$ cat src/rtl/hazard_forward_unit.sv
// Decode-stage hazard unit: tracks in-flight producers, forwards results to
// decode operands, raises load-use stalls and drains the pipe for FENCE.
module hazard_forward_unit #(
  parameter int unsigned XLEN       = 64,
  parameter int unsigned REG_ADDR   = 5,
  parameter int unsigned NUM_SRC    = 2,
  parameter int unsigned DEPTH      = 3,
  parameter int unsigned LOAD_STAGE = 1
) (
  input  logic                        clk,
  input  logic                        rst,
  input  logic                        dec_valid,
  input  logic [REG_ADDR-1:0]         dec_rd,
  input  logic                        dec_rd_we,
  input  logic                        dec_is_load,
  input  logic                        dec_is_store,
  input  logic                        dec_is_fence,
  input  logic [3:0]                  dec_fence_pred,
  input  logic [NUM_SRC*REG_ADDR-1:0] dec_rs,
  input  logic [NUM_SRC-1:0]          dec_rs_used,
  input  logic [NUM_SRC*XLEN-1:0]     dec_operand,
  input  logic [DEPTH*XLEN-1:0]       stage_result,
  input  logic                        flush,
  output logic [NUM_SRC*XLEN-1:0]     fwd_operand,
  output logic [NUM_SRC*4-1:0]        fwd_sel,
  output logic                        stall,
  output logic                        fence_busy,
  output logic [31:0]                 stall_count
);

  localparam int unsigned CW = (DEPTH > 1) ? $clog2(DEPTH) : 1;

  typedef enum logic {RUN, FENCE_DRAIN} state_e;

  state_e              state_q, state_d;
  logic [CW-1:0]       cnt_q, cnt_d;
  logic [31:0]         stall_cnt_q;

  logic [DEPTH-1:0]    ent_valid_q, ent_we_q, ent_load_q, ent_store_q;
  logic [REG_ADDR-1:0] ent_rd_q [DEPTH];

  logic                lu_stall;
  logic [NUM_SRC*4-1:0]    fwd_sel_c;
  logic [NUM_SRC*XLEN-1:0] fwd_op_c;
  logic                hit, hit_load, hit_early;
  logic [3:0]          hit_sel;
  logic [XLEN-1:0]     hit_data;
  logic [REG_ADDR-1:0] rs;

  logic                f_hit, fence_det, stall_raw;
  logic [CW-1:0]       f_cnt;
  logic                pred_ld, pred_st;

  // Per-source search for the youngest matching producer and load-use check.
  always_comb begin
    lu_stall  = 1'b0;
    fwd_sel_c = '0;
    fwd_op_c  = dec_operand;
    hit       = 1'b0;
    hit_load  = 1'b0;
    hit_early = 1'b0;
    hit_sel   = '0;
    hit_data  = '0;
    rs        = '0;
    for (int unsigned s = 0; s < NUM_SRC; s++) begin
      hit       = 1'b0;
      hit_load  = 1'b0;
      hit_early = 1'b0;
      hit_sel   = '0;
      hit_data  = '0;
      rs        = dec_rs[s*REG_ADDR +: REG_ADDR];
      for (int unsigned i = 0; i < DEPTH; i++) begin
        if (!hit && dec_valid && dec_rs_used[s] && (rs != '0) &&
            ent_valid_q[i] && ent_we_q[i] && (ent_rd_q[i] == rs)) begin
          hit       = 1'b1;
          hit_load  = ent_load_q[i];
          hit_early = (i < LOAD_STAGE);
          hit_sel   = 4'(i + 1);
          hit_data  = stage_result[i*XLEN +: XLEN];
        end
      end
      if (hit) begin
        if (hit_load && hit_early) begin
          lu_stall = 1'b1;
        end else begin
          fwd_sel_c[s*4 +: 4]     = hit_sel;
          fwd_op_c[s*XLEN +: XLEN] = hit_data;
        end
      end
    end
  end

  // Youngest in-flight memory op ordered by the FENCE predecessor set.
  always_comb begin
    pred_ld = dec_fence_pred[1] | dec_fence_pred[3];
    pred_st = dec_fence_pred[0] | dec_fence_pred[2];
    f_hit   = 1'b0;
    f_cnt   = '0;
    for (int unsigned i = 0; i < DEPTH; i++) begin
      if (!f_hit && ent_valid_q[i] &&
          ((pred_ld && ent_load_q[i]) || (pred_st && ent_store_q[i]))) begin
        f_hit = 1'b1;
        f_cnt = CW'(DEPTH - 1 - i);
      end
    end
    fence_det = (state_q == RUN) && dec_valid && dec_is_fence && f_hit;
  end

  // FSM state and drain counter register.
  always_ff @(posedge clk) begin
    if (rst) begin
      state_q <= RUN;
      cnt_q   <= '0;
    end else begin
      state_q <= state_d;
      cnt_q   <= cnt_d;
    end
  end

  // FSM next state; flush aborts any drain in progress.
  always_comb begin
    state_d = state_q;
    cnt_d   = cnt_q;
    case (state_q)
      RUN: begin
        if (fence_det) begin
          cnt_d   = f_cnt;
          state_d = (f_cnt != '0) ? FENCE_DRAIN : RUN;
        end
      end
      FENCE_DRAIN: begin
        cnt_d = cnt_q - CW'(1);
        if (cnt_q == CW'(1)) state_d = RUN;
      end
      default: state_d = RUN;
    endcase
    if (flush) begin
      state_d = RUN;
      cnt_d   = '0;
    end
  end

  // Outputs; reset forces a transparent, non-stalling view.
  always_comb begin
    stall_raw   = lu_stall | fence_det | (state_q == FENCE_DRAIN);
    stall       = !rst && stall_raw;
    fence_busy  = !rst && (state_q == FENCE_DRAIN);
    fwd_sel     = rst ? '0 : fwd_sel_c;
    fwd_operand = rst ? dec_operand : fwd_op_c;
    stall_count = stall_cnt_q;
  end

  // Entry valid bits: shift down, bubble on stall, clear on flush.
  always_ff @(posedge clk) begin
    if (rst || flush) begin
      ent_valid_q <= '0;
    end else begin
      for (int unsigned i = 1; i < DEPTH; i++) ent_valid_q[i] <= ent_valid_q[i-1];
      ent_valid_q[0] <= dec_valid && !stall;
    end
  end

  // Entry payload shift; meaningful only where the valid bit is set.
  always_ff @(posedge clk) begin
    for (int unsigned i = 1; i < DEPTH; i++) begin
      ent_rd_q[i]    <= ent_rd_q[i-1];
      ent_we_q[i]    <= ent_we_q[i-1];
      ent_load_q[i]  <= ent_load_q[i-1];
      ent_store_q[i] <= ent_store_q[i-1];
    end
    ent_rd_q[0]    <= dec_rd;
    ent_we_q[0]    <= dec_rd_we;
    ent_load_q[0]  <= dec_is_load;
    ent_store_q[0] <= dec_is_store;
  end

  // Saturating stall-cycle counter.
  always_ff @(posedge clk) begin
    if (rst) begin
      stall_cnt_q <= '0;
    end else if (stall && (stall_cnt_q != '1)) begin
      stall_cnt_q <= stall_cnt_q + 32'd1;
    end
  end

endmodule
$ cat config.mk
export PLATFORM = sky130hd
export DESIGN_NAME = hazard_forward_unit
export DESIGN_NICKNAME = d
export VERILOG_FILES = /design/src/rtl/hazard_forward_unit.sv
export SDC_FILE = /design/constraint.sdc
export NUM_CORES = 1
export LEC_CHECK = 0
export ABC_AREA = 1
export ABC_CLOCK_PERIOD_IN_PS = 3600
export BUFFER_PORTS_ARGS = -buffer_cell sky130_fd_sc_hd__buf_4
export CAP_MARGIN = 25
export CORE_AREA = 2 2 201 203
export CTS_CLUSTER_SIZE = 28
export DETAILED_ROUTE_END_ITERATION = 10
export DIE_AREA = 0 0 203 205
export MAX_ROUTING_LAYER = met4
export PLACE_DENSITY = 0.52
export SETUP_SLACK_MARGIN = 0.2
export SKIP_LAST_GASP = 1
export SLEW_MARGIN = 20
export SYNTH_ARGS = -nofsm -noshare
export SYNTH_HDL_FRONTEND = slang
export SYNTH_SLANG_ARGS = --single-unit
$ cat constraint.sdc
create_clock -name clk -period 3.6 [get_ports clk]
set_input_delay 0.54 -clock clk [delete_from_list [all_inputs] [get_ports clk]]
set_output_delay 0.54 -clock clk [all_outputs]
set_load 0.02 [all_outputs]
==> reports/metrics.cfg <==
[worst_hold_path]
holdCritStartpoint = dec_rd[4]
hp-class = input pin to register

[logic_synthesis]
synth-main-ff-cell = dfxtp_1
syn_inst = 1595
synth_area_sq_um = 8210
synthArstFlopShare = 0
synth-seq-area-share = 0.151
yosysWarnings = 0
syn_avg_cell_area_sq_um = 5.15
yosysMostFrequentCell = nand2_1
ys_top_cells_by_area = nand2_1, nand3_1, dfxtp_1, buf_2, nor2_1
yosys-top-cells-count = nand2_1, nand3_1, nor2_1
synth_top_area_frac = 0.292
synth.distinct_cells = 34
synth_edf_count = 0
yosysTopAreaCell = nand2_1
synth_seq_cells = 62

[cts]
ctsHoldBuffers = 0
cts_tree = built
cts_made_buffers = 9
cts_root_buffer = clkbuf_16
cts-htree-levels = 3
cts.path.max_buffers = 2
clock_sinks = 62
postCtsSetupRepairBufs = 0
clk_transition_reported_paths_ps = 60
cts_resized = 0
clock_latency_ps = 330

[die]
die-area_sq_um = 41600
core_region_area_sq_um = 39400
die_w_um = 203
start_util = 0.209
die_h_um = 205
io-pin-count = 519
rows = 73

[route]
wl_per_cell_um = 20.5
vias = 12900
drt-total-wl_um = 52900
vias_per_cell = 4.99
antenna_left = 0
first_iter_violations = 1273
drtPass1Iterations = 6
drc = 0

[global_routing]
antenna_found_initial = 15
grt_usage = 0.248
grt_first_pass_wirelength_um = 77400
grt_pass1_vias = 12300
gr-total-overflow = 0
grt_max_degree = 66

[cells_and_area]
drive_gt1_frac = 0.290
fin_nets = 2390
area_growth_pct = 56.6
fill_cells = 4440

[timing]
hold_violations = 0
fin_setup_tns_ps = 0
post-route-period-util = 0.865
hold_ws_ps = 304
min_period_ps = 3110
fmax_mhz = 321
setup_violations = 0
clock_skew_ps = 3.64
worst_slew_pin_slew_ps = 697
slew_headroom = 0.535
slew_viol_final = 0
rsz0062_at_grt = false

[setup_path]
path_max_fanout = 52
worstPathArrival_ps = 2570
crit_type = register to output port
worst_setup_path_end_kind = output port
worstSetupStartpoint = ent_rd_q[0][4]
cp.required_ps = 3060
cp-start-kind = register
r2r-start = ent_rd_q[0][0]

[power_and_ir_drop]
p_int_uw = 1650
p_leak_uw = 0.00643
power_uw = 2400
p_seq_frac = 0.299
vdd_drop_max_mv = 0.196
cellPowerDensity_nw_per_um2 = 187
pwr-share-comb = 0.343
sw_frac_of_total = 0.315
switching_power_uw = 758
pwr-share-clk = 0.358

[placement]
portBuffers = 514
routabilityCongestion = 0.974
place_hpwl_um = 41400

[job]
drv_cap = 0

[outcome]
status = completed

final cells by class:
type                    count  area (sq um)  area share
flip-flops and latches     62          1240      0.0966
clock buffers              10           229      0.0178
inverters                  77           294      0.0229
well taps                 525           657      0.0511
diodes                     15          37.5     0.00292
clock inverters             6          62.6     0.00486
multi-input cells        1336          6070       0.472
repair buffers            553          4280       0.332
metrics by stage:
stage / instance area, sq um / setup WS, ps / util / instances
finish: 12900 / 486 / 0.327 / 2584
global placement: 12500 / 352 / 0.318 / 2553
detailed placement: 12500 / 409 / 0.318 / 2553
floorplan: 8230 / 1190 / - / 1598
CTS: 12800 / 314 / 0.325 / 2569
global route: 12900 / 252 / 0.327 / 2584
flip-flops by register name (all words and copies together), names as in the netlist:
signal	count
ent_rd_q	15
ent_store_q	3
cnt_q	2
stall_count	32
ent_load_q	3
ent_we_q	3
state_q	1
ent_valid_q	3
cell families (layout without fill, tap and decap cells):
logic type,after synthesis,count (layout),synth area share
simple gates,1242,1242,0.657
buf+inv,200,646,0.118
fa+ha+maj,2,2,0.00305
other cells,1,19,0.000457
flops,62,62,0.151
xor+xnor,28,28,0.0299
compound gates,60,60,0.0401
placed cells by master (no fill, tap or decap), drive strengths merged, types with 6 or more instances in the layout:
cell type    n
inv         76
buf        553
xor2        24
nand2      640
o21ai       13
clkbuf      10
a21oi       40
dfxtp       62
nand4       35
diode       15
clkinv       6
nor2        80
nand3      476
path summary, 6_finish.rpt:
path | endpoint | slack, ps | cells past startpoint
hold / removal | ent_rd_q[0][4] | 300 | 1
setup / recovery | fwd_operand[75] | 490 | 15
hold reg to reg | ent_store_q[2] | 350 | 0
setup reg to reg | stall_count[19] | 1030 | 11
worst max-delay path: stages, from the launching register on:
cell and delay [ps]:
dfxtp_1 370, inv_1 70, nand2_1 60, nand2_1 70
nand2_1 80, nor2_1 50, nand3_1 100, nand2_1 130
inv_4 250, buf_12 300, buf_4 220, nand3_1 80
nand3_1 90, nand2_1 80, nand2_1 90, buf_4 150
layer usage:
metal  GRT usage  vias to the layer above  wire length [um]
li1            -                     6150                 -
met3      0.0395                       89              3810
met1       0.312                     6021             22100
met5           -                        -                 0
met2       0.406                      624             25400
met4      0.0777                        0              1550
power groups by stage:
| stage | registers, uW | clock network [uW] | logic (uW) |
|---|---|---|---|
| floorplan | 727 | 0 | 286 |
| global placement | 733 | 0 | 819 |
| detailed placement | 733 | 0 | 820 |
| CTS | 718 | 887 | 823 |
| global route | 721 | 910 | 882 |
| finish | 718 | 861 | 823 |
Power figures use the tool's default switching activity.
